### config.mk
export PLATFORM = sky130hd
export DESIGN_NAME = sb_xbar
export DESIGN_NICKNAME = d
export VERILOG_FILES = /design/src/rtl/sb_xbar_pkg.sv /design/src/rtl/sb_rr_arb.sv /design/src/rtl/sb_xbar.sv
export SDC_FILE = /design/constraint.sdc
export NUM_CORES = 1
export LEC_CHECK = 0
export CAP_MARGIN = 40
export CORE_AREA = 2 2 135 137
export CTS_BUF_LIST = sky130_fd_sc_hd__clkbuf_4 sky130_fd_sc_hd__clkbuf_8
export DETAILED_ROUTE_END_ITERATION = 16
export DIE_AREA = 0 0 137 139
export PLACE_DENSITY = 0.8
export REMOVE_ABC_BUFFERS = 1
export SYNTH_ARGS = -nofsm -noshare
export SYNTH_HDL_FRONTEND = slang
export SYNTH_SLANG_ARGS = --single-unit
### constraint.sdc
create_clock -name clk -period 16.45 [get_ports clk]
set_input_delay 2.4675 -clock clk [delete_from_list [all_inputs] [get_ports clk]]
set_output_delay 2.4675 -clock clk [all_outputs]
set_load 0.02 [all_outputs]
### src/rtl/sb_xbar_pkg.sv
// Shared definitions for the sb_xbar system bus crossbar: access size codes,
// FSM state encoding and the data returned on a decode error.
package sb_xbar_pkg;

  localparam logic [1:0] SZ_BYTE = 2'b00;
  localparam logic [1:0] SZ_HALF = 2'b01;
  localparam logic [1:0] SZ_WORD = 2'b10;

  typedef enum logic [1:0] {
    ST_IDLE  = 2'd0,
    ST_ISSUE = 2'd1,
    ST_RESP  = 2'd2
  } state_e;

  localparam logic [31:0] DECERR_DATA = 32'hDEAD_BEEF;

  function automatic logic [31:0] decerr_rdata(input logic en);
    return en ? DECERR_DATA : 32'h0;
  endfunction

endpackage

### src/rtl/sb_rr_arb.sv
// Combinational round-robin arbiter: grants the first requester at or after
// ptr_i in ascending wrap-around order, as one-hot and encoded index.
module sb_rr_arb #(
  parameter int NM = 2,
  parameter int IW = 1
) (
  input  logic [NM-1:0] req_i,
  input  logic [IW-1:0] ptr_i,
  output logic [NM-1:0] gnt_o,
  output logic [IW-1:0] idx_o
);

  logic [NM-1:0] rot;
  logic [IW:0]   pos;
  logic          found;

  // rot[i] is the request of master (ptr_i + i) mod NM
  assign rot = NM'({req_i, req_i} >> ptr_i);

  always_comb begin
    found = 1'b0;
    pos   = '0;
    idx_o = '0;
    for (int i = 0; i < NM; i++) begin
      if (!found && rot[i]) begin
        found = 1'b1;
        pos   = {1'b0, ptr_i} + (IW+1)'(i);
        if (pos >= (IW+1)'(NM)) pos = pos - (IW+1)'(NM);
        idx_o = pos[IW-1:0];
      end
    end
  end

  assign gnt_o = found ? (NM'(1) << idx_o) : '0;

endmodule

### src/rtl/sb_xbar.sv
// NM-master / NS-slave shared-path system bus with round-robin arbitration,
// lane steering and load extension. Define SB_DECERR_EN to flag unmapped slaves.
module sb_xbar
  import sb_xbar_pkg::*;
#(
  parameter int NM      = 2,
  parameter int NS      = 2,
  parameter int SEL_LSB = 28
) (
  input  logic              clk,
  input  logic              rst,
  input  logic [NM-1:0]     m_re,
  input  logic [NM-1:0]     m_we,
  input  logic [2*NM-1:0]   m_size,
  input  logic [NM-1:0]     m_un_sign,
  input  logic [32*NM-1:0]  m_addr,
  input  logic [32*NM-1:0]  m_wdata,
  output logic [32*NM-1:0]  m_rdata_o,
  output logic [NM-1:0]     m_ack_o,
  output logic [NM-1:0]     m_err_o,
  input  logic [32*NS-1:0]  s_rdata,
  output logic [4*NS-1:0]   s_rw_o,
  output logic [31:0]       s_addr_o,
  output logic [31:0]       s_wdata_o
);

  localparam int SW = (NS > 1) ? $clog2(NS) : 1;
  localparam int IW = (NM > 1) ? $clog2(NM) : 1;
`ifdef SB_DECERR_EN
  localparam logic DECERR_ON = 1'b1;
`else
  localparam logic DECERR_ON = 1'b0;
`endif

  state_e        state_q, state_d;
  logic [IW-1:0] rr_q, rr_d, rr_inc, gidx_q, arb_idx;
  logic [NM-1:0] req, arb_gnt, ack_q, ack_d, gsel;
  logic [31:0]   addr_q, wdata_q, rdata_q, rdata_d;
  logic [1:0]    size_q;
  logic          uns_q, wr_q, err_q, err_d;
  logic [SW-1:0] sel_q;
  logic          misal, unmap;
  logic [31:0]   c_addr, c_wdata, rsel;
  logic [1:0]    c_size;
  logic          c_uns, c_wr;

  function automatic logic [3:0] st_we(input logic [1:0] sz, input logic [1:0] a);
    case (sz)
      SZ_BYTE: return 4'b0001 << a;
      SZ_HALF: return 4'b0011 << {a[1], 1'b0};
      SZ_WORD: return 4'b1111;
      default: return 4'b1111;
    endcase
  endfunction

  function automatic logic [31:0] st_lanes(input logic [31:0] wd, input logic [1:0] sz);
    case (sz)
      SZ_BYTE: return {4{wd[7:0]}};
      SZ_HALF: return {2{wd[15:0]}};
      default: return wd;
    endcase
  endfunction

  function automatic logic [31:0] ld_extend(input logic [31:0] w, input logic [1:0] sz,
                                            input logic [1:0] a, input logic uns);
    logic [7:0]  b;
    logic [15:0] h;
    b = w[{a, 3'b000} +: 8];
    h = a[1] ? w[31:16] : w[15:0];
    case (sz)
      SZ_BYTE: return uns ? {24'h0, b} : {{24{b[7]}}, b};
      SZ_HALF: return uns ? {16'h0, h} : {{16{h[15]}}, h};
      default: return w;
    endcase
  endfunction

  assign req = m_re | m_we;

  sb_rr_arb #(.NM(NM), .IW(IW)) u_arb (
    .req_i (req),
    .ptr_i (rr_q),
    .gnt_o (arb_gnt),
    .idx_o (arb_idx)
  );

  always_comb begin
    c_addr  = '0;
    c_wdata = '0;
    c_size  = '0;
    c_uns   = 1'b0;
    c_wr    = 1'b0;
    for (int k = 0; k < NM; k++) begin
      if (arb_gnt[k]) begin
        c_addr  = m_addr[32*k +: 32];
        c_wdata = m_wdata[32*k +: 32];
        c_size  = m_size[2*k +: 2];
        c_uns   = m_un_sign[k];
        c_wr    = m_we[k];
      end
    end
  end

  always_comb begin
    rsel = '0;
    for (int k = 0; k < NS; k++) begin
      if (sel_q == SW'(k)) rsel = s_rdata[32*k +: 32];
    end
  end

  assign misal  = ((size_q == SZ_HALF) && addr_q[0]) || (size_q[1] && (addr_q[1:0] != 2'b00));
  assign unmap  = ({1'b0, sel_q} >= (SW+1)'(NS));
  assign gsel   = NM'(1) << gidx_q;
  assign rr_inc = (gidx_q == IW'(NM-1)) ? '0 : gidx_q + 1'b1;

  always_ff @(posedge clk or negedge rst) begin
    if (!rst) begin
      state_q <= ST_IDLE;
      rr_q    <= '0;
      ack_q   <= '0;
    end else begin
      state_q <= state_d;
      rr_q    <= rr_d;
      ack_q   <= ack_d;
    end
  end

  // Transaction latches and response data; only observed while qualified by state/ack.
  always_ff @(posedge clk) begin
    if (state_q == ST_IDLE && |req) begin
      gidx_q  <= arb_idx;
      addr_q  <= c_addr;
      wdata_q <= c_wdata;
      size_q  <= c_size;
      uns_q   <= c_uns;
      wr_q    <= c_wr;
      sel_q   <= c_addr[SEL_LSB +: SW];
    end
    rdata_q <= rdata_d;
    err_q   <= err_d;
  end

  always_comb begin
    state_d = state_q;
    rr_d    = rr_q;
    case (state_q)
      ST_IDLE:  if (|req) state_d = ST_ISSUE;
      ST_ISSUE: begin
        if (misal || unmap || wr_q) begin
          state_d = ST_IDLE;
          rr_d    = rr_inc;
        end else begin
          state_d = ST_RESP;
        end
      end
      ST_RESP: begin
        state_d = ST_IDLE;
        rr_d    = rr_inc;
      end
      default: state_d = ST_IDLE;
    endcase
  end

  always_comb begin
    ack_d     = '0;
    err_d     = 1'b0;
    rdata_d   = '0;
    s_rw_o    = '0;
    s_addr_o  = '0;
    s_wdata_o = '0;
    if (state_q == ST_ISSUE) begin
      s_addr_o  = {2'b00, addr_q[31:2]};
      s_wdata_o = st_lanes(wdata_q, size_q);
      if (misal) begin
        ack_d = gsel;
        err_d = 1'b1;
      end else if (unmap) begin
        ack_d   = gsel;
        err_d   = DECERR_ON;
        rdata_d = decerr_rdata(DECERR_ON);
      end else if (wr_q) begin
        ack_d = gsel;
        for (int k = 0; k < NS; k++) begin
          if (sel_q == SW'(k)) s_rw_o[4*k +: 4] = st_we(size_q, addr_q[1:0]);
        end
      end
    end else if (state_q == ST_RESP) begin
      ack_d   = gsel;
      rdata_d = ld_extend(rsel, size_q, addr_q[1:0], uns_q);
    end
  end

  assign m_ack_o = ack_q;
  assign m_err_o = ack_q & {NM{err_q}};

  always_comb begin
    m_rdata_o = '0;
    for (int k = 0; k < NM; k++) begin
      if (ack_q[k]) m_rdata_o[32*k +: 32] = rdata_q;
    end
  end

endmodule

## Word level (Yosys, flattened, before mapping)

Cells that the tools add are included.

- Word-level logic and storage cells: 90
- Bits in latches: 0
- RAM bits: 0
- Output and inout port bits: 140
- Memories: 0
- ROM bits: 0
- Register bits after elaboration: 108

- Reductions and logical operators: 14
- Add/sub/neg operators: 4
- Bitwise operators: 3
- Div/mod/pow operators: 0
- Multipliers: 0
- Eq/ne operators: 5
- $lt $le $gt $ge: 2
- Muxes and demuxes: 44
- Shift-type cells: 6

Operator list:

| operator | count |
|---|---|
| $mux 32 | 10 |
| $pmux 32 s2 | 2 |
| $shiftx 32x6->8 | 1 |
| $mux 30 | 1 |
| $mux 8 | 3 |
| $mux 2 | 9 |
| $mux 16 | 1 |
| $mux 1 | 13 |
| $mux 4 | 2 |
| $pmux 4 s2 | 1 |
| $eq 2x1->1 const B | 2 |
| $logic_and 1x1->1 | 4 |
| $logic_not 2->1 | 2 |
| $pmux 2 s2 | 1 |
| $reduce_bool 2->1 | 2 |
| $reduce_or 2->1 | 2 |
| $shl 1x1->2 const A | 2 |
| $shl 1x2->4 const A | 1 |
| $shl 2x2->4 const A | 1 |
| $shr 4x1->2 | 1 |
| $add 1x1->2 const B | 1 |
| $and 2x2->2 | 1 |
| $eq 2x2->1 const B | 1 |
| $ge 1x2->1 const B | 1 |
| other kinds (11) | 13 |

## Depth between registers and ports, before layout

- Word-level depth: 10
- Depth in mapped cells: 7
- Depth with buffers taken out: 5

## Hierarchy

Synthesis repeated with hierarchy kept, for this count alone.

- Cell total of the unflattened synthesis: 581
- Area, all modules: 5914.4 µm²

By module, submodules not included:

| module | instances | area each (µm²) | cells each |
|---|---|---|---|
| sb_xbar | 1 | 5884.4 | 577 |
| sb_rr_arb | 1 | 30.0 | 4 |

## Worst setup path before layout

No wires, ideal clock.

- Path type: in2reg
- Start point: in m_we[0]
- End point: reg addr_q[0], enable pin
- Required time: 15.851 ns
- Stages on the path: 2
- Data arrival time: 7.663 ns
- Setup time: 0.599 ns
- Slack: 8.188 ns
- Cell sequence: nor2_1 -> a211oi_1

- Cells in the longest elaborated chain, start to end: 3

Ends and longest elaborated chain:

| element | line | text |
|---|---|---|
| from (decl) | sb_xbar.sv:13 | `input logic [NM-1:0] m_we,` |
| $or 2x2->2 | sb_xbar.sv:77 | `assign req = m_re \| m_we;` |
| $reduce_or 2->1 | sb_xbar.sv:129 | `if (state_q == ST_IDLE && \|req) begin` |
| $logic_and 1x1->1 | sb_xbar.sv:129 |  |
| to (signal assigned) | sb_xbar.sv:131 | `addr_q <= c_addr;` |
| to (decl) | sb_xbar.sv:38 | `logic [31:0] addr_q, wdata_q, rdata_q, rdata_d;` |

Every way passes these cells.
A chain may end at the register's enable or synchronous reset.

## Final worst setup path

- Start point: reg size_q[1]
- End point: out s_wdata_o[15]

- Cells in the longest elaborated chain, start to end: 3
- Elaborated cells between the ends (all ways): 4
- Classes of those cells: eq/ne (1); mux (2); reduce/logical (1)

Ends and longest elaborated chain:

| element | line | text |
|---|---|---|
| from (decl) | sb_xbar.sv:39 | `logic [1:0] size_q;` |
| from (signal assigned) | sb_xbar.sv:133 | `size_q <= c_size;` |
| $eq 2x1->1 or $logic_not 2->1 (tied branches) | sb_xbar.sv:57 | `case (sz)` |
| $pmux 32 s2 (*) | sb_xbar.sv:57 |  |
| $mux 32 (*) | sb_xbar.sv:170 | `if (state_q == ST_ISSUE) begin` |
| to (decl) | sb_xbar.sv:24 | `output logic [31:0] s_wdata_o` |

Every way passes the cells marked *; elsewhere a longest branch is shown, timed or not.

==> results.sh <==
export IMPL_status="finished, final reports clean"
export IMPL_fin_area_um2=10100
export IMPL_critPathMaxFanout=41
export IMPL_crit_arrival_ns=3.24
export IMPL_hpwl_um=16400
export IMPL_tightest_slew_ns=0.924
export IMPL_grt_max_degree=69
export IMPL_drv_slew=0
export IMPL_p_int_mw=0.877
export IMPL_placed_area_um2=9930
export IMPL_ir_worst_vdd_mv=0.0754
export IMPL_multi_input_area_um2=3230
export IMPL_drt_wirelength_per_cell_um=17.0
export IMPL_yosys_area_share_adder_pct=0
export IMPL_syn2layout_area_growth_pct=59.4
export IMPL_globalRouteOverflowTotal=0
export IMPL_yosysTopAreaCellShare_pct=32.7
export IMPL_min_delay_worst_endpoint="m_ack_o[0]"
export IMPL_fin_worst_hold_slack_ns=0.477
export IMPL_power_frac_clock_pct=9.7
export IMPL_hold_depth=1
export IMPL_cts_tree="done"
export IMPL_period_minus_slack_ns=5.71
export IMPL_combPwrFrac_pct=57.9
export IMPL_syn_area_per_cell_um2=8.74
export IMPL_switching_share_pct=43.5
export IMPL_setup_violations=0
export IMPL_cts_buffers=9
export IMPL_post_synth_top_count_cell="nand2_1"
export IMPL_dr_pass1_iters=5
export IMPL_hold_start="gidx_q"
export IMPL_synthTopCellsByCount="nand2_1 (170), and2_1 (106), edfxtp_1 (69)"
export IMPL_fp_row_count=49
export IMPL_setup_worst_path_end_class="primary output"
export IMPL_gp_congestion=0.853
export IMPL_drt_iter0_drc=195
export IMPL_syn_cell_area_um2=6340
export IMPL_portBuffers=341
export IMPL_worstSetupStartpointType="register"
export IMPL_finClkSkew_ns=0.0150
export IMPL_r2r_start="size_q[1]"
export IMPL_r2r_slack_ns=13.51
export IMPL_synth_ff_type="edfxtp_1"
export IMPL_total_power_mw=1.55
export IMPL_synth_top_family_by_area="simple AND/OR/NAND/NOR gates"
export IMPL_ctsResizeCount=0
export IMPL_grt_use_total_pct=21.9
export IMPL_nets=1236
export IMPL_ios=344
export IMPL_cellPowerDensity_nw_per_um2=154
export IMPL_drcViolationCount=0
export IMPL_ys_async_sr_fraction_pct=4.67
export IMPL_ctsLongestPathBuffers=2
export IMPL_min_path_type="register to register"
export IMPL_setup_tns_final_ns=0
export IMPL_via_count=6209
export IMPL_first_global_vias=6081
export IMPL_clk_latency_ns=0.38
export IMPL_synth_seq_area_share_pct=45.1
export IMPL_clk_pin_slew_ns=0.10
export IMPL_seqCellArea_um2=2860
export IMPL_die_w_um=137
export IMPL_synth_xor_area_share_pct=0
export IMPL_path_class="register to primary output"
export IMPL_fillers=1603
export IMPL_ys_types=41
export IMPL_die_y_um=139
export IMPL_slew_headroom_pct=38.2
export IMPL_r2r_cells=6
export IMPL_cap_violations=0
export IMPL_synth_simple_area_share_pct=30.5
export IMPL_root_buffer="clkbuf_8"
export IMPL_postCtsSetupBuffers=0
export IMPL_antenna_left=0
export IMPL_timing_rr_end="rdata_q[31]"
export IMPL_postCtsHoldBufs=0
export IMPL_p_leak_nw=4.07
export IMPL_cts_sinks=107
export IMPL_max_freq_mhz=175
export IMPL_grt_pass1_wl_um=32200
export IMPL_antenna_found_initial=1
export IMPL_drive_gt1_share_pct=6.85
export IMPL_rsz0062_at_grt="no"
export IMPL_yosys_area_top_type="edfxtp_1"
export IMPL_synth_mux_area_share_pct=11.1
export IMPL_seq_power_share_pct=32.3
export IMPL_hold_viol_final=0
export IMPL_vias_per_cell=4.90
export IMPL_die_area_um2=19000
export IMPL_period_share_pct=34.7
export IMPL_core_um2=17700
export IMPL_synthTopCellsByArea="edfxtp_1 (33%), and2_1 (10%), dfxtp_1 (10%), nand2_1 (10%), mux2i_1 (6.8%)"
export IMPL_synth_compound_area_share_pct=8.69
export IMPL_htreeDepth=3
export IMPL_initial_core_util_pct=35.9
export IMPL_netlist_instances=725
export IMPL_drt_wl_total_um=21500
export IMPL_yosysWarnings=0
export IMPL_synth_edf_count=69
export IMPL_switchingPower_mw=0.675
export IMPL_worst_ep_required_time_ns=13.98
export IMPL_utilization_pct=57.2
export IMPL_synth_seq_cells=107
==> critical path, cell delays in order, from the launching register on <==
cell,delay [ns]
edfxtp_1,0.83
buf_4,0.51
or2_0,0.42
buf_4,0.26
nand2_1,0.08
a21oi_1,0.15
clkdlybuf4s50_1,0.62
==> per-stage QoR <==
step                      std cells  setup slack [ns]
after floorplan                 668              8.19
after global placement         1246             10.94
after detailed placement       1250             11.15
after CTS                      1266             10.70
after global routing           1267             10.50
final                          1267             10.74
==> cells in the final DEF, fill, tap and decap left out, types with 4 or more instances in the layout <==
cell type          n
nand2_1          169
dfrtp_1            5
nand3_1           67
dfxtp_1           33
edfxtp_1          69
inv_1              5
and2_1           106
mux2_2            22
mux2i_1           43
nand2b_1           5
nor2_1            47
a21oi_2           10
clkbuf_8           9
clkdlybuf4s50_1  341
a21oi_1           40
o21a_1             7
a22oi_1            9
nor2b_1            4
buf_4              9
==> how the worst max path moves through the flow <==
stage,depth (start not counted),to,from
floorplan,2,addr_q[0],m_we[0]
global route,6,s_wdata_o[15],size_q[1]
detailed placement,6,s_wdata_o[15],size_q[1]
global placement,5,s_wdata_o[12],size_q[1]
CTS,6,s_wdata_o[15],size_q[1]
finish,6,s_wdata_o[15],size_q[1]
==> cell type report <==
| type | instances | area share [%] |
|---|---|---|
| Clock inverter | 5 | 0.310 |
| Tap cell | 229 | 2.84 |
| Clock buffer | 11 | 1.38 |
| Inverter | 6 | 0.223 |
| Timing Repair Buffer | 353 | 35.0 |
| Antenna cell | 1 | 0.0248 |
| Multi-Input combinational cell | 555 | 31.9 |
| Sequential cell | 107 | 28.3 |
==> routing by layer <==
layer	global-route usage, %	vias up	routed length (um)
li1	-	3050	-
met1	22.8	2859	7670
met2	41.0	263	11300
met3	5.63	37	1770
met4	8.79	0	697
met5	0	-	0
==> registers in the layout, summed over array words and instances (netlist names) <==
register,cells
m_ack_o,2
uns_q,1
rdata_q,32
addr_q,32
wdata_q,32
wr_q,1
gidx_q,1
rr_q,1
err_q,1
size_q,2
state_q,2
==> power by group through the flow <==
stage / Combinational (mW) / Clock (mW) / Sequential, mW
after global routing: 0.972 / 0.164 / 0.516
after floorplan: 0.496 / 0 / 0.517
after global placement: 0.885 / 0 / 0.507
final: 0.899 / 0.151 / 0.502
after CTS: 0.912 / 0.155 / 0.503
after detailed placement: 0.909 / 0 / 0.510
==> cell families (layout without fill, tap and decap cells) <==
logic type      Yosys count  after routing
other cells               1              3
flops                   107            107
buf+inv                  64            375
compound gates           81             81
mux                      66             66
simple gates            406            406
(Power assumes the default switching activity.)
